File: src/rtl/multicycle_control_fsm.sv
// Multicycle main controller for the 16-bit RISC-V core.
// Walks each instruction through fetch/decode/execute/memory/writeback,
// drives the datapath mux selects and write enables, decodes the 3-bit
// ALU operation and resolves beq using the ALU Zero flag.
// Outputs are Moore-style: combinational from the registered state plus the
// current instruction fields (ImmSrc, ALUControl) and Zero (PCWrite in BEQ).

module multicycle_control_fsm #(
    // 1: an unknown opcode parks the controller in TRAP until reset.
    // 0: an unknown opcode is treated as a nop and fetch resumes.
    parameter bit TRAP_ON_ILLEGAL = 1'b1
) (
    input  logic       clk,
    input  logic       reset,
    input  logic [6:0] op,
    input  logic [2:0] funct3,
    input  logic       funct7b5,
    input  logic       Zero,
    output logic       PCWrite,
    output logic       AdrSrc,
    output logic       MemWrite,
    output logic       IRWrite,
    output logic       RegWrite,
    output logic [1:0] ResultSrc,
    output logic [1:0] ALUSrcA,
    output logic [1:0] ALUSrcB,
    output logic [1:0] ImmSrc,
    output logic [2:0] ALUControl,
    output logic       illegal,
    output logic [3:0] state
);

    // State encoding is visible on the debug port, so it is fixed here.
    typedef enum logic [3:0] {
        S_FETCH    = 4'd0,
        S_DECODE   = 4'd1,
        S_MEMADR   = 4'd2,
        S_MEMREAD  = 4'd3,
        S_MEMWB    = 4'd4,
        S_MEMWRITE = 4'd5,
        S_EXECUTER = 4'd6,
        S_EXECUTEI = 4'd7,
        S_ALUWB    = 4'd8,
        S_BEQ      = 4'd9,
        S_JAL      = 4'd10,
        S_TRAP     = 4'd11
    } state_t;

    localparam logic [6:0] OP_LW   = 7'b0000011;
    localparam logic [6:0] OP_SW   = 7'b0100011;
    localparam logic [6:0] OP_R    = 7'b0110011;
    localparam logic [6:0] OP_I    = 7'b0010011;
    localparam logic [6:0] OP_JAL  = 7'b1101111;
    localparam logic [6:0] OP_BEQ  = 7'b1100011;

    state_t     r_state;
    state_t     w_next_state;

    // Raw per-state controls before the reset gating of the write enables.
    logic       w_pc_update;
    logic       w_branch;
    logic       w_ir_write;
    logic       w_reg_write;
    logic       w_mem_write;
    logic       w_adr_src;
    logic [1:0] w_result_src;
    logic [1:0] w_alu_src_a;
    logic [1:0] w_alu_src_b;
    logic [1:0] w_alu_op;
    logic       w_illegal;
    logic [1:0] w_imm_src;
    logic [2:0] w_alu_control;
    logic       w_sub_r;

    // State register; asynchronous reset returns straight to FETCH.
    always_ff @(posedge clk or posedge reset) begin
        if (reset) begin
            r_state <= S_FETCH;
        end else begin
            r_state <= w_next_state;
        end
    end

    // Next-state decode; op is only consulted in DECODE and MEMADR.
    always_comb begin
        w_next_state = r_state;
        case (r_state)
            S_FETCH:    w_next_state = S_DECODE;
            S_DECODE: begin
                case (op)
                    OP_LW, OP_SW: w_next_state = S_MEMADR;
                    OP_R:         w_next_state = S_EXECUTER;
                    OP_I:         w_next_state = S_EXECUTEI;
                    OP_JAL:       w_next_state = S_JAL;
                    OP_BEQ:       w_next_state = S_BEQ;
                    default:      w_next_state = TRAP_ON_ILLEGAL ? S_TRAP : S_FETCH;
                endcase
            end
            S_MEMADR:   w_next_state = (op == OP_LW) ? S_MEMREAD : S_MEMWRITE;
            S_MEMREAD:  w_next_state = S_MEMWB;
            S_MEMWB:    w_next_state = S_FETCH;
            S_MEMWRITE: w_next_state = S_FETCH;
            S_EXECUTER: w_next_state = S_ALUWB;
            S_EXECUTEI: w_next_state = S_ALUWB;
            S_JAL:      w_next_state = S_ALUWB;
            S_ALUWB:    w_next_state = S_FETCH;
            S_BEQ:      w_next_state = S_FETCH;
            S_TRAP:     w_next_state = S_TRAP;
            default:    w_next_state = S_FETCH;
        endcase
    end

    // Per-state datapath controls; anything not set for a state stays 0.
    always_comb begin
        w_pc_update  = 1'b0;
        w_branch     = 1'b0;
        w_ir_write   = 1'b0;
        w_reg_write  = 1'b0;
        w_mem_write  = 1'b0;
        w_adr_src    = 1'b0;
        w_result_src = 2'b00;
        w_alu_src_a  = 2'b00;
        w_alu_src_b  = 2'b00;
        w_alu_op     = 2'b00;
        w_illegal    = 1'b0;
        case (r_state)
            S_FETCH: begin
                // PC + instruction size computed on the ALU and routed
                // straight back to the PC through ALUResult.
                w_ir_write   = 1'b1;
                w_alu_src_a  = 2'b00;
                w_alu_src_b  = 2'b10;
                w_result_src = 2'b10;
                w_pc_update  = 1'b1;
            end
            S_DECODE: begin
                // Speculative branch/jump target OldPC + imm into ALUOut.
                w_alu_src_a = 2'b01;
                w_alu_src_b = 2'b01;
            end
            S_MEMADR: begin
                w_alu_src_a = 2'b10;
                w_alu_src_b = 2'b01;
            end
            S_MEMREAD: begin
                w_adr_src    = 1'b1;
                w_result_src = 2'b00;
            end
            S_MEMWB: begin
                w_result_src = 2'b01;
                w_reg_write  = 1'b1;
            end
            S_MEMWRITE: begin
                w_adr_src    = 1'b1;
                w_result_src = 2'b00;
                w_mem_write  = 1'b1;
            end
            S_EXECUTER: begin
                w_alu_src_a = 2'b10;
                w_alu_src_b = 2'b00;
                w_alu_op    = 2'b10;
            end
            S_EXECUTEI: begin
                w_alu_src_a = 2'b10;
                w_alu_src_b = 2'b01;
                w_alu_op    = 2'b10;
            end
            S_ALUWB: begin
                w_result_src = 2'b00;
                w_reg_write  = 1'b1;
            end
            S_BEQ: begin
                // ALUOut still holds the target from DECODE; the ALU
                // compares rs1 - rs2 and Zero decides the PC load.
                w_alu_src_a  = 2'b10;
                w_alu_src_b  = 2'b00;
                w_alu_op     = 2'b01;
                w_result_src = 2'b00;
                w_branch     = 1'b1;
            end
            S_JAL: begin
                // PC takes the target in ALUOut while the ALU forms the
                // link address for the following ALUWB.
                w_alu_src_a  = 2'b01;
                w_alu_src_b  = 2'b10;
                w_result_src = 2'b00;
                w_pc_update  = 1'b1;
            end
            S_TRAP: begin
                w_illegal = 1'b1;
            end
            default: begin
                w_illegal = 1'b0;
            end
        endcase
    end

    // Immediate format follows the opcode in every state.
    always_comb begin
        w_imm_src = 2'b00;
        case (op)
            OP_LW, OP_I: w_imm_src = 2'b00;
            OP_SW:       w_imm_src = 2'b01;
            OP_BEQ:      w_imm_src = 2'b10;
            OP_JAL:      w_imm_src = 2'b11;
            default:     w_imm_src = 2'b00;
        endcase
    end

    // Subtract only for R-type with bit 30 set; I-type addi never subtracts.
    assign w_sub_r = op[5] & funct7b5;

    // ALU decoder: ALUOp plus funct fields to the ALU operation code.
    always_comb begin
        w_alu_control = 3'b000;
        case (w_alu_op)
            2'b00: w_alu_control = 3'b000;
            2'b01: w_alu_control = 3'b001;
            2'b10: begin
                case (funct3)
                    3'b000:  w_alu_control = w_sub_r ? 3'b001 : 3'b000;
                    3'b010:  w_alu_control = 3'b101;
                    3'b110:  w_alu_control = 3'b011;
                    3'b111:  w_alu_control = 3'b010;
                    default: w_alu_control = 3'b000;
                endcase
            end
            default: w_alu_control = 3'b000;
        endcase
    end

    // Write enables are masked by reset directly so that asserting reset
    // kills any in-flight write without waiting for the state to settle.
    assign PCWrite    = ~reset & (w_pc_update | (w_branch & Zero));
    assign IRWrite    = ~reset & w_ir_write;
    assign RegWrite   = ~reset & w_reg_write;
    assign MemWrite   = ~reset & w_mem_write;
    assign AdrSrc     = w_adr_src;
    assign ResultSrc  = w_result_src;
    assign ALUSrcA    = w_alu_src_a;
    assign ALUSrcB    = w_alu_src_b;
    assign ImmSrc     = w_imm_src;
    assign ALUControl = w_alu_control;
    assign illegal    = w_illegal;
    assign state      = r_state;

endmodule
File: config.mk
export PLATFORM = sky130hd
export DESIGN_NAME = multicycle_control_fsm
export DESIGN_NICKNAME = d
export VERILOG_FILES = /design/src/rtl/multicycle_control_fsm.sv
export SDC_FILE = /design/constraint.sdc
export NUM_CORES = 1
export LEC_CHECK = 0
export CAP_MARGIN = 0
export CORE_AREA = 2 2 42 44
export CTS_BUF_LIST = sky130_fd_sc_hd__clkbuf_8
export CTS_CLUSTER_SIZE = 25
export DETAILED_ROUTE_END_ITERATION = 8
export DIE_AREA = 0 0 44 46
export GPL_TIMING_DRIVEN = 0
export PLACE_DENSITY = 0.83
export SLEW_MARGIN = 30
export SYNTH_ARGS = -nofsm -noshare
export SYNTH_HDL_FRONTEND = slang
export SYNTH_SLANG_ARGS = --single-unit
export TNS_END_PERCENT = 20
File: constraint.sdc
create_clock -name clk -period 3.9 [get_ports clk]
set_input_delay 0.78 -clock clk [delete_from_list [all_inputs] [get_ports clk]]
set_output_delay 0.78 -clock clk [all_outputs]
set_load 0.01 [all_outputs]
## Word level (Yosys, flattened, before mapping)

Cells that the tools add are included.

- Register bits: 4
- Input bits: 14

- Equal/unequal tests: 22
- Muxes and demuxes: 18
- Bitwise operators: 8
- Reduce and logical (&&, ||, !) cells: 11

Operators by type and width:

| cell | number |
|---|---|
| one-hot mux 4 bit (6 select lines) | 1 |
| one-hot mux 4 bit (5 select lines) | 1 |
| == test 4 x 3 -> 1 bit, second input constant | 4 |
| == test 4 bit, second input constant | 4 |
| one-hot mux 2 bit (2 select lines) | 4 |
| == test 7 x 6 -> 1 bit, second input constant | 2 |
| == test 7 bit, second input constant | 2 |
| one-hot mux 3 bit (4 select lines) | 1 |
| OR reduction 2 bit | 6 |
| == test 4 x 2 -> 1 bit, second input constant | 2 |
| two-way mux 1 bit | 8 |
| == test 7 x 2 -> 1 bit, second input constant | 1 |
| == test 7 x 5 -> 1 bit, second input constant | 1 |
| bitwise AND 1 bit | 6 |
| == test 3 bit, second input constant | 2 |
| one-hot mux 2 bit (3 select lines) | 1 |
| one-hot mux 3 bit (2 select lines) | 1 |
| OR reduction 3 bit | 2 |
| == test 4 x 1 -> 1 bit, second input constant | 1 |
| logical NOT 4 bit | 1 |
| OR reduction 4 bit | 1 |
| == test 3 x 2 -> 1 bit, second input constant | 1 |
| logical NOT 3 bit | 1 |
| two-way mux 3 bit | 1 |
| other kinds (4) | 4 |

## Logic depth before layout (Yosys ltp)

- Word-level depth: 5
- Gate-level depth with buffers: 7
- Gate-level depth less buffers: 7

## Least setup slack after synthesis

Ideal clock, no wire load.

- Path kind: register -> output
- Start point: reg r_state[1] (netlist: state[1])
- End point: out ALUControl[2]
- Arrival: 1.657 ns
- Setup slack: 1.463 ns
- Stages on the path, launching flop included: 6
- Cell sequence: dfrtp_1 buf_2 buf_4 and3_1 ha_1 nor4_1

- Cells in the longest elaborated chain, start to end: 5

Ends and longest elaborated chain:

| element | RTL line | source |
|---|---|---|
| start, declared | 56 | `state_t r_state;` |
| start signal, assigned | 80 | `r_state <= w_next_state;` |
| == test 4 x 3 -> 1 bit | 126 | `case (r_state)` |
| OR reduction 2 bit (no line) | - |  |
| one-hot mux 2 bit (2 select lines) (*) | 126 |  |
| == test 2 bit / == test 2 x 1 -> 1 bit (equally long branches) | 216 | `case (w_alu_op)` |
| one-hot mux 3 bit (2 select lines) (*) | 216 |  |
| end, declared | 28 | `output logic [2:0] ALUControl,` |

Mark *: on every way between the ends. The rest lies on a longest branch, timed or not.

## Final worst setup path

- Start point: in op[3]
- End point: out ImmSrc[0]

- Cells in the longest elaborated chain, start to end: 2

Ends and longest elaborated chain:

| element | RTL line | source |
|---|---|---|
| start, declared | 15 | `input logic [6:0] op,` |
| == test 7 bit / == test 7 x 6 -> 1 bit (equally long branches) | 201 | `case (op)` |
| one-hot mux 2 bit (3 select lines) (*) | 201 |  |
| end, declared | 27 | `output logic [1:0] ImmSrc,` |

Marked as above.

==> flow_summary.toml <==
[drt]
routedWlPerCell_um = 11.5
drtAntennaViolNets = 0
viasPerCell = 5.40
vias = 751
wl_mm = 1.60
drt-initial-drc-count = 20
firstDrtPassIters = 4
drc_errors = 0

[power_and_ir_drop]
p_seq_share_pct = 12.1
clkPwrFrac_pct = 13.0
share_comb_of_total_power_pct = 74.9
switching_share_pct = 42.7
leakage_uw = 0.000400
p_switching_uw = 276
power.internal_uw = 371
power_density_mw_per_mm2 = 653
ir_drop_v = 0.000300

[finish]
final_area_um2 = 990
postLayoutCoreUtil_pct = 61.3
drive_gt1_share_pct = 13.1
largest_reg_flops = 4
nets = 140
diodes = 0
syn2layout_area_growth_pct = 65.8

[yosys]
synth.area.top_cells = "dfrtp_1, nor2_1, a21oi_1"
synth_nets = 102
synth.top_cell.area_share_pct = 16.8
yosysUniqueCellTypes = 35
yosysTopAreaCell = "dfrtp_1"
yosysWarnings = 0
synthCells = 86
synthTopCellsByCount = "nor2_1, a21oi_1, nand2_1, inv_1, nor3_1"
yosysSeqAreaShare_pct = 16.8
synth.avg_cell_area_um2 = 6.94
yosysMostFrequentCell = "nor2_1"
synth_enable_flop_cells = 0
synth_flop_cell = "dfrtp_1"
ys_ff_latch = 4
async_reset_ff_share_pct = 100
synth_area_um2 = 597

[place]
globalplace.congestion = 0.766
port_buffers = 33
pre_cts_ws_ns = 0.732
dp_hpwl_mm = 1.30
place_area_um2 = 948

[setup_path]
rrSetupSlack_ns = 2.60
worstPathArrival_ns = 2.38
critPathKind = "in2out"
r2r_cells = 5
end_kind = "output pin"
cp_max_fo = 5
start_kind = "input port"
cp.required_ns = 3.12

[sta]
period_needed_ns = 3.16
maxSlewHeadroom_pct = 77.3
worst_pin_slew_ns = 0.336
rsz0062_at_grt = "no"
setup_slack_ns = 0.740
fin_crit_sh_pct = 81.0
hold_violations = 0
finalClockSkew_ns = 0.00428
max_freq_mhz = 316
finalMaxSlewViolations = 0
finalSetupViolations = 0
setup-tns-final_ns = 0

[floorplanning]
row_count = 15
boundaryPins = 35
coreArea_mm2 = 0.00161
initial_core_util_pct = 37.0
die_y_um = 46
die_area_mm2 = 0.00202
die_w_um = 44

[cts]
post_cts.repair.setup_buffers = 0
cts_buffers = 3
cts_hold_buf = 0
htreeDepth = 1
cts-root-buf = "clkbuf_8"
clk_latency_ns = 0.21
clk_pin_slew_ns = 0.03
cts_resized = 0
cts_buffer_depth = 2
cts.sinks = 4
cts_tree = "done"

[global_routing]
grt_max_degree = 11
grt_pass1_vias = 618
grt-ovfl-total = 0
grt_usage_pct = 17.2
antenna_found_initial = 0
grt_pass1_wl_mm = 2.62

[min_path]
hold_depth = 2
hold_class = "reg2reg"

[status]
status = "completed"

[job]
max_cap_viol_count = 0
-- metrics by stage --
step           total power [µW]  instances  hold WS [ns]
6_report                    647        139         0.652
5_1_grt                     701        139         0.675
4_1_cts                     645        139         0.639
3_5_place_dp                558        136         0.636
3_3_place_gp                551        136         0.623
2_1_floorplan               356         86         0.546
-- cell families after synthesis --
family                     after synthesis  share of synthesized area (%)
and+or+nand+nor                         46                           42.6
AOI/OAI and AO/OA                       20                           23.5
buffers and inverters                   12                           10.1
DFF                                      4                           16.8
xor gates and xnor gates                 2                           2.94
adders and majority gates                2                           4.19
-- power by group through the flow --
stage / Combinational (µW) / Clock (µW) / Sequential [µW]
6_report: 485 / 84.2 / 78.0
5_1_grt: 532 / 88.9 / 79.6
4_1_cts: 483 / 84.7 / 77.9
3_5_place_dp: 480 / 0 / 78.3
3_3_place_gp: 475 / 0 / 76.0
2_1_floorplan: 272 / 0 / 84.1
-- cell type report --
cell class                      instances  area (µm²)
Timing Repair Buffer                   33         330
Inverter                                6        22.5
Multi-Input combinational cell         70         437
Tap cell                               17        21.3
Buffer                                  6        37.5
Sequential cell                         4         100
Clock buffer                            3        41.3
Fill cell                             143         624
-- routing by layer --
layer	vias to the layer above	wire length (µm)	global-route usage, %
li1	382	-	-
met1	337	728	23.0
met2	32	762	27.6
met3	0	107	4.76
met4	0	0	3.64
met5	-	0	0
-- critical path: stages --
cell and delay [ns]:
clkdlybuf4s50_1 0.46, or2_1 0.29, o21ai_0 0.13, and3_2 0.18
clkdlybuf4s50_1 0.54
-- placed cells by master, fill, tap and decap left out, types with 2 or more instances in the layout --
master	netlist	final
clkdlybuf4s50_1	0	33
nor2_1	11	11
a21oi_1	8	8
nand2_1	7	7
nor3_1	6	6
inv_1	6	6
nand2b_1	5	5
dfrtp_1	4	4
buf_2	3	3
buf_4	3	3
o21ai_0	3	3
nand3_1	3	3
clkbuf_8	0	3
a22oi_1	2	2
nor4_1	2	2
ha_1	2	2
-- path summary, 6_finish.rpt --
check | startpoint | end
setup / recovery | op[3] | ImmSrc[0]
hold / removal | state[3] | state[2]
setup reg to reg | state[2] | state[1]
hold reg to reg | state[3] | state[2]
max in group asynchronous | reset | state[3]
min in group asynchronous | reset | state[2]
(Power assumes the default switching activity.)
